File: src/rtl/sc_backgtype_sequencer_if.sv
// Control bundle between the game-event logic (master) and the background-type
// sequencer (slave).
interface sc_backgtype_sequencer_if #(
  parameter int BLINK_DATAWIDTH = 21
);
  logic                       SC_BackgSeq_start_InLow;
  logic                       SC_BackgSeq_levelwin_InLow;
  logic                       SC_BackgSeq_lose_InLow;
  logic                       SC_BackgSeq_clear_OutLow;
  logic                       SC_BackgSeq_load_OutLow;
  logic [3:0]                 SC_BackgSeq_transitioncounter_OutBUS;
  logic [BLINK_DATAWIDTH-1:0] SC_BackgSeq_blink_OutBUS;

  modport master (
    output SC_BackgSeq_start_InLow,
    output SC_BackgSeq_levelwin_InLow,
    output SC_BackgSeq_lose_InLow,
    input  SC_BackgSeq_clear_OutLow,
    input  SC_BackgSeq_load_OutLow,
    input  SC_BackgSeq_transitioncounter_OutBUS,
    input  SC_BackgSeq_blink_OutBUS
  );

  modport slave (
    input  SC_BackgSeq_start_InLow,
    input  SC_BackgSeq_levelwin_InLow,
    input  SC_BackgSeq_lose_InLow,
    output SC_BackgSeq_clear_OutLow,
    output SC_BackgSeq_load_OutLow,
    output SC_BackgSeq_transitioncounter_OutBUS,
    output SC_BackgSeq_blink_OutBUS
  );
endinterface

File: src/rtl/sc_backgtype_sequencer.sv
// Game-flow controller for the background-type register: START -> transition
// -> levels -> WIN, or LOSE on a loss event. All outputs are registered.
module sc_backgtype_sequencer #(
  parameter int         BLINK_DATAWIDTH = 21,
  parameter int         TRANS_DATAWIDTH = 26,
  parameter int         TRANS_CYCLES    = 50000000,
  parameter logic [3:0] LAST_LEVEL      = 4'd8
) (
  input  logic                   SC_BackgSeq_CLOCK_50,
  input  logic                   SC_BackgSeq_RESET_InHigh,
  sc_backgtype_sequencer_if.slave seqBus
);

  typedef enum logic [2:0] {
    INIT  = 3'd0,
    START = 3'd1,
    TRANS = 3'd2,
    LEVEL = 3'd3,
    WIN   = 3'd4,
    LOSE  = 3'd5
  } stateType;

  localparam logic [TRANS_DATAWIDTH-1:0] TIMER_LAST = TRANS_DATAWIDTH'(TRANS_CYCLES - 1);

  stateType                   stateReg, stateNext;
  logic [3:0]                 counterReg, counterNext;
  logic                       loadReg, loadNext;
  logic                       clearReg, clearNext;
  logic [BLINK_DATAWIDTH-1:0] blinkReg, blinkNext;
  logic [TRANS_DATAWIDTH-1:0] timerReg, timerNext;

  logic startSample, startPrev;
  logic levelwinSample, levelwinPrev;
  logic startFall, levelwinFall;

  // Falling edge = previous registered sample high, current registered sample low.
  assign startFall    = startPrev & ~startSample;
  assign levelwinFall = levelwinPrev & ~levelwinSample;

  // NOTE: every signal driven here gets a default first, so no path leaves a
  // variable unassigned and no latch is inferred.
  always_comb begin
    stateNext   = stateReg;
    counterNext = counterReg;
    loadNext    = 1'b1;
    clearNext   = 1'b1;
    blinkNext   = '0;
    timerNext   = '0;

    case (stateReg)
      INIT: begin
        stateNext   = START;
        counterNext = 4'd0;
        loadNext    = 1'b0;
      end

      START: begin
        if (startFall) begin
          stateNext   = TRANS;
          counterNext = 4'd1;
          loadNext    = 1'b0;
        end
      end

      TRANS: begin
        if (timerReg == TIMER_LAST) begin
          stateNext   = LEVEL;
          counterNext = counterReg + 4'd1;
          loadNext    = 1'b0;
        end else begin
          timerNext = timerReg + TRANS_DATAWIDTH'(1);
          blinkNext = blinkReg + BLINK_DATAWIDTH'(1);
        end
      end

      LEVEL: begin
        // A loss outranks a simultaneous goal.
        if (!seqBus.SC_BackgSeq_lose_InLow) begin
          stateNext = LOSE;
          clearNext = 1'b0;
        end else if (levelwinFall) begin
          counterNext = counterReg + 4'd1;
          loadNext    = 1'b0;
          stateNext   = (counterReg == LAST_LEVEL) ? WIN : TRANS;
        end
      end

      WIN, LOSE: begin
        if (startFall) begin
          stateNext = INIT;
        end else begin
          blinkNext = blinkReg + BLINK_DATAWIDTH'(1);
        end
      end

      default: stateNext = INIT;
    endcase
  end

  // NOTE: sequential state uses non-blocking assignments so every flop samples
  // the pre-edge values of its neighbours.
  always_ff @(posedge SC_BackgSeq_CLOCK_50) begin
    if (SC_BackgSeq_RESET_InHigh) begin
      stateReg       <= INIT;
      counterReg     <= 4'd0;
      loadReg        <= 1'b1;
      clearReg       <= 1'b1;
      blinkReg       <= '0;
      timerReg       <= '0;
      startSample    <= 1'b1;
      startPrev      <= 1'b1;
      levelwinSample <= 1'b1;
      levelwinPrev   <= 1'b1;
    end else begin
      stateReg       <= stateNext;
      counterReg     <= counterNext;
      loadReg        <= loadNext;
      clearReg       <= clearNext;
      blinkReg       <= blinkNext;
      timerReg       <= timerNext;
      startSample    <= seqBus.SC_BackgSeq_start_InLow;
      startPrev      <= startSample;
      levelwinSample <= seqBus.SC_BackgSeq_levelwin_InLow;
      levelwinPrev   <= levelwinSample;
    end
  end

  assign seqBus.SC_BackgSeq_clear_OutLow             = clearReg;
  assign seqBus.SC_BackgSeq_load_OutLow              = loadReg;
  assign seqBus.SC_BackgSeq_transitioncounter_OutBUS = counterReg;
  assign seqBus.SC_BackgSeq_blink_OutBUS             = blinkReg;

endmodule

File: src/flat_wrapper.sv
// flat-port wrapper written by rule: the top's interface ports become plain ports
module sc_backgtype_sequencer_flat 
#(
  parameter int         BLINK_DATAWIDTH = 21,
  parameter int         TRANS_DATAWIDTH = 26,
  parameter int         TRANS_CYCLES    = 50000000,
  parameter logic [3:0] LAST_LEVEL      = 4'd8
)
  (SC_BackgSeq_CLOCK_50, SC_BackgSeq_RESET_InHigh, seqBus_SC_BackgSeq_start_InLow, seqBus_SC_BackgSeq_levelwin_InLow, seqBus_SC_BackgSeq_lose_InLow, seqBus_SC_BackgSeq_clear_OutLow, seqBus_SC_BackgSeq_load_OutLow, seqBus_SC_BackgSeq_transitioncounter_OutBUS, seqBus_SC_BackgSeq_blink_OutBUS);
  sc_backgtype_sequencer_if #(.BLINK_DATAWIDTH(BLINK_DATAWIDTH)) seqBus_i ();
  input  logic SC_BackgSeq_CLOCK_50;
  input  logic SC_BackgSeq_RESET_InHigh;
  input wire logic [$bits(seqBus_i.SC_BackgSeq_start_InLow)-1:0] seqBus_SC_BackgSeq_start_InLow;
  input wire logic [$bits(seqBus_i.SC_BackgSeq_levelwin_InLow)-1:0] seqBus_SC_BackgSeq_levelwin_InLow;
  input wire logic [$bits(seqBus_i.SC_BackgSeq_lose_InLow)-1:0] seqBus_SC_BackgSeq_lose_InLow;
  output wire logic [$bits(seqBus_i.SC_BackgSeq_clear_OutLow)-1:0] seqBus_SC_BackgSeq_clear_OutLow;
  output wire logic [$bits(seqBus_i.SC_BackgSeq_load_OutLow)-1:0] seqBus_SC_BackgSeq_load_OutLow;
  output wire logic [$bits(seqBus_i.SC_BackgSeq_transitioncounter_OutBUS)-1:0] seqBus_SC_BackgSeq_transitioncounter_OutBUS;
  output wire logic [$bits(seqBus_i.SC_BackgSeq_blink_OutBUS)-1:0] seqBus_SC_BackgSeq_blink_OutBUS;
  assign seqBus_i.SC_BackgSeq_start_InLow = seqBus_SC_BackgSeq_start_InLow;
  assign seqBus_i.SC_BackgSeq_levelwin_InLow = seqBus_SC_BackgSeq_levelwin_InLow;
  assign seqBus_i.SC_BackgSeq_lose_InLow = seqBus_SC_BackgSeq_lose_InLow;
  assign seqBus_SC_BackgSeq_clear_OutLow = seqBus_i.SC_BackgSeq_clear_OutLow;
  assign seqBus_SC_BackgSeq_load_OutLow = seqBus_i.SC_BackgSeq_load_OutLow;
  assign seqBus_SC_BackgSeq_transitioncounter_OutBUS = seqBus_i.SC_BackgSeq_transitioncounter_OutBUS;
  assign seqBus_SC_BackgSeq_blink_OutBUS = seqBus_i.SC_BackgSeq_blink_OutBUS;
  sc_backgtype_sequencer #(.BLINK_DATAWIDTH(BLINK_DATAWIDTH), .TRANS_DATAWIDTH(TRANS_DATAWIDTH), .TRANS_CYCLES(TRANS_CYCLES), .LAST_LEVEL(LAST_LEVEL)) u_core (.SC_BackgSeq_CLOCK_50(SC_BackgSeq_CLOCK_50), .SC_BackgSeq_RESET_InHigh(SC_BackgSeq_RESET_InHigh), .seqBus(seqBus_i));
endmodule
File: config.mk
export PLATFORM = sky130hd
export DESIGN_NAME = sc_backgtype_sequencer_flat
export DESIGN_NICKNAME = d
export VERILOG_FILES = /design/src/rtl/sc_backgtype_sequencer_if.sv /design/src/rtl/sc_backgtype_sequencer.sv /design/src/flat_wrapper.sv
export SDC_FILE = /design/constraint.sdc
export NUM_CORES = 1
export LEC_CHECK = 0
export CORE_MARGIN = 3
export CORE_UTILIZATION = 50
export CTS_CLUSTER_DIAMETER = 200
export DETAILED_ROUTE_END_ITERATION = 12
export GPL_TIMING_DRIVEN = 0
export PLACE_DENSITY = 0.7
export SETUP_SLACK_MARGIN = 0.05
export SLEW_MARGIN = 40
export SYNTH_ARGS = -nofsm -noshare
export SYNTH_HDL_FRONTEND = slang
export SYNTH_SLANG_ARGS = --single-unit
File: constraint.sdc
create_clock -name SC_BackgSeq_CLOCK_50 -period 2.4 [get_ports SC_BackgSeq_CLOCK_50]
set_input_delay 0.36 -clock SC_BackgSeq_CLOCK_50 [delete_from_list [all_inputs] [get_ports SC_BackgSeq_CLOCK_50]]
set_output_delay 0.36 -clock SC_BackgSeq_CLOCK_50 [all_outputs]
set_load 0.02 [all_outputs]
==> qor.yml <==
routing:
  drt_pass1_iterations: 4
  post-route-drc-count: 0
  count_of_routing_violations_after_the_opening_detailed_route_iteration: 104
  dr_total_vias: 2130
  wirelength_mm: 5.16
  postRouteAntennaNets: 0
  wl_per_cell_um: 12.3
  vias_per_cell: 5.07
sta:
  finalClockSkew_ns: 0.00707
  fmax_mhz: 452
  report.final.hold_viol_count: 0
  final_max_slew_violation_count: 0
  setup_viol_count_final: 0
  slew_headroom_pct: 47.1
  worstMarginPinSlew_ns: 0.787
  finalCritPeriodShare_pct: 92.2
  post-route-min-period_ns: 2.21
  finalHoldWorstSlack_ns: 0.450
  rsz_0062_raised_after_global_routing: "false"
  finalSetupTns_ns: 0
  layout_setup_ws_ns: 0.187
worst_setup_path:
  reg2reg_from: "u_core.timerReg[12]"
  worst_setup_path_start_kind: "flip-flop"
  timing.critical_path.fanout_max: 6
  r2r.worst_path.cells: 7
  path_cells: "and4_1, clkbuf_1, nand4_1, buf_4, o21a_1, or4_1, a31oi_1"
  cpLargestDelayFamily: "simple AND/OR/NAND/NOR gates"
  reg2reg_slack_ns: 0.19
  cpMaxStageDelayCell: "sky130_fd_sc_hd__or4_1"
  crit_required_ns: 2.67
  timing.setup.critical_path_class: "flip-flop to flip-flop"
  critical-path-max-stage-delay_ns: 0.52
  crit_path_start: "u_core.timerReg[12]"
  critical_path_cell_count: 7
  cp.buffers_inverters: 2
  timing.critical_path.arrival_ns: 2.48
  endpoint_kind: "flip-flop"
power:
  power.density_cell_area_nw_per_um2: 677
  irDropWorstVdd_v: 0.000408
  total_leakage_power_nw: 1.11
global_route:
  grt_pass1_vias: 2031
  gr-usage-all-layers_pct: 18.6
  number_of_antenna_violations_at_the_first_check_in_global_routing: 0
  gr-total-overflow: 0
  grt_pass1_wl_mm: 9.07
  pin_count_of_the_biggest_net_entering_global_routing: 13
placement:
  port-buffer-count: 31
  gp_congestion: 0.819
  hpwlAfterDp_mm: 3.49
  detailedPlace.worstSlack_ns: 0.191
final_layout:
  num-nets-final: 357
  n_antenna_cell: 0
  drive_above_1_share_pct: 8.22
  area_growth_syn_to_layout_pct: 25.7
floorplan:
  core_footprint_um2: 4880
  initial_utilization_pct: 53.6
  dieWidth_um: 78.4
  die_height_um: 78.4
  ioPinCount: 32
  rows: 25
  floorplan.die_area_um2: 6140
yosys:
  synthesis.instances: 305
  syn-cell-area_um2: 2620
  synth.yosys.seq_area_share_pct: 45.9
  netlist_top_cells_area: "sky130_fd_sc_hd__dfxtp_1 46%, sky130_fd_sc_hd__nor2_1 8.6%, sky130_fd_sc_hd__xor2_1 7.4%, sky130_fd_sc_hd__xnor2_1 7.0%, sky130_fd_sc_hd__nand3_1 3.4%"
  library_cell_with_the_largest_summed_area_after_synthesis: "sky130_fd_sc_hd__dfxtp_1"
  post_synth.cell_area_avg_um2: 8.58
  postSynthRegisterBits: 60
  ys_warn_count: 0
  yosys.area.top_type_share_pct: 45.9
  syn-num-nets: 314
  synth.lib_cells_used.distinct: 36
clock_tree:
  post_cts_hold_buffer_count: 0
  clkTransAtPathRegs_ns: 0.07
  clk_latency_ns: 0.34
  cts_buffers: 9
  cts_tree: "built"
  htree_levels: 3
  cts.sink_count: 60
  root_buffer: "sky130_fd_sc_hd__clkbuf_8"
  clockBufferDepth: 2
job:
  drv.max_cap_violation_count: 0
run_status:
  run_status: "completed"
min_path:
  min-delay-path-class: "flip-flop to flip-flop"
## power by group
group          internal [W]  leakage, nW  switching (W)  total [W]
logic             0.0000355        0.504      0.0000496  0.0000850
clock network      0.000696        0.120       0.000433    0.00113
registers           0.00101        0.485     0.00000724    0.00101
total               0.00174         1.11       0.000490    0.00223
## synth_stat cells, drive strengths merged
cell type and count:
dfxtp 60, nor2 60, xor2 22, xnor2 21, nand2 19, nand3 18, nand4 12, inv 10
a21oi 9, and3 9, clkbuf 7, nor3 7, o21ai 7, nor2b 5, and4 4, ha 4
or2 4, or3 4, a31oi 2, buf 2, nand2b 2, nand3b 2, nor3b 2, nor4 2
o21a 2, a211oi 1, a21o 1, a311o 1, and2 1, and3b 1, o211ai 1, o31ai 1
or4 1, or4b 1
## layer usage
layer	GRT usage [%]	vias up	wire length (µm)	share of wire, %
met3	5.85	6	189	3.7
met1	24.5	973	2690	52
met2	28.3	38	2220	43
li1	-	1113	-	-
met4	7.34	0	57	1.1
met5	0	-	0	0
## how the worst min path moves through the flow
stage / startpoint / to / slack (ns) / cells after the start
2_1_floorplan: u_core.levelwinSample / u_core.levelwinPrev / 0.42 / 1
5_1_grt: u_core.levelwinSample / u_core.levelwinPrev / 0.47 / 1
3_3_place_gp: u_core.levelwinSample / u_core.levelwinPrev / 0.43 / 1
6_report: u_core.levelwinSample / u_core.levelwinPrev / 0.45 / 1
3_5_place_dp: u_core.levelwinSample / u_core.levelwinPrev / 0.43 / 1
4_1_cts: u_core.levelwinSample / u_core.levelwinPrev / 0.45 / 1
## state kept, by name, indices dropped and copies added (netlist names)
name,cells
u_core.seqBus.SC_BackgSeq_load_OutLow,1
u_core.stateReg,3
u_core.timerReg,26
u_core.levelwinPrev,1
u_core.startPrev,1
u_core.seqBus.SC_BackgSeq_transitioncounter_OutBUS,4
u_core.levelwinSample,1
u_core.seqBus.SC_BackgSeq_blink_OutBUS,21
u_core.seqBus.SC_BackgSeq_clear_OutLow,1
u_core.startSample,1
## kinds of logic after synthesis
logic type	after synthesis	synth area share, %
AND/OR/NAND/NOR	154	29.2
flip-flops	60	45.9
XOR/XNOR	43	14.4
AO/OA/AOI/OAI	25	5.83
buffers and inverters	19	2.82
adder cells (fa/ha/maj)	4	1.91
## cell type report
class	count	area (µm²)
inverter	10	37.5
sequential	60	1200
tap	67	83.8
timing repair buffer	32	318
buffer	9	37.5
multi-input combinational	226	1360
clock buffer	9	124
clock inverter	7	124
fill	438	1590
## through the flow
stage | power (W) | std cells | area [µm²] | util [%]
6_report | 0.00223 | 420 | 3290 | 67.4
5_1_grt | 0.00231 | 420 | 3290 | 67.4
4_1_cts | 0.00224 | 419 | 3270 | 67.1
3_5_place_dp | 0.00112 | 403 | 3020 | 62.0
3_3_place_gp | 0.00112 | 403 | 3010 | 61.7
2_1_floorplan | 0.00109 | 305 | 2620 | -
## layout by cell type, fill, tap and decap left out, types with 2 or more instances in the layout
master / Yosys / final
sky130_fd_sc_hd__inv_1: 10 / 10
sky130_fd_sc_hd__nor2_1: 60 / 60
sky130_fd_sc_hd__dfxtp_1: 60 / 60
sky130_fd_sc_hd__nor3_1: 7 / 7
sky130_fd_sc_hd__clkdlybuf4s50_1: 0 / 31
sky130_fd_sc_hd__o21a_1: 2 / 2
sky130_fd_sc_hd__clkbuf_1: 7 / 6
sky130_fd_sc_hd__o21ai_0: 7 / 7
sky130_fd_sc_hd__nand2b_1: 2 / 2
sky130_fd_sc_hd__clkinv_4: 0 / 2
sky130_fd_sc_hd__nand2_1: 19 / 19
sky130_fd_sc_hd__nand4_1: 12 / 12
sky130_fd_sc_hd__a21oi_1: 9 / 9
sky130_fd_sc_hd__nand3b_1: 2 / 2
sky130_fd_sc_hd__nand3_1: 18 / 18
sky130_fd_sc_hd__a31oi_1: 2 / 2
sky130_fd_sc_hd__bufinv_16: 0 / 3
sky130_fd_sc_hd__nor2b_1: 5 / 5
sky130_fd_sc_hd__nor4_2: 0 / 2
sky130_fd_sc_hd__xor2_1: 22 / 22
sky130_fd_sc_hd__buf_2: 2 / 2
sky130_fd_sc_hd__or3_1: 2 / 2
sky130_fd_sc_hd__ha_1: 4 / 4
sky130_fd_sc_hd__clkbuf_8: 0 / 9
sky130_fd_sc_hd__and3_1: 9 / 9
sky130_fd_sc_hd__and4_1: 4 / 4
sky130_fd_sc_hd__xnor2_1: 21 / 21
sky130_fd_sc_hd__nor3b_1: 2 / 2
sky130_fd_sc_hd__or2_2: 4 / 4
## repair_timing
item	CTS	global route
setup endpoints to repair	0	41
gates resized for setup	0	3
buffers inserted	0	1
Power figures use the tool's default switching activity.
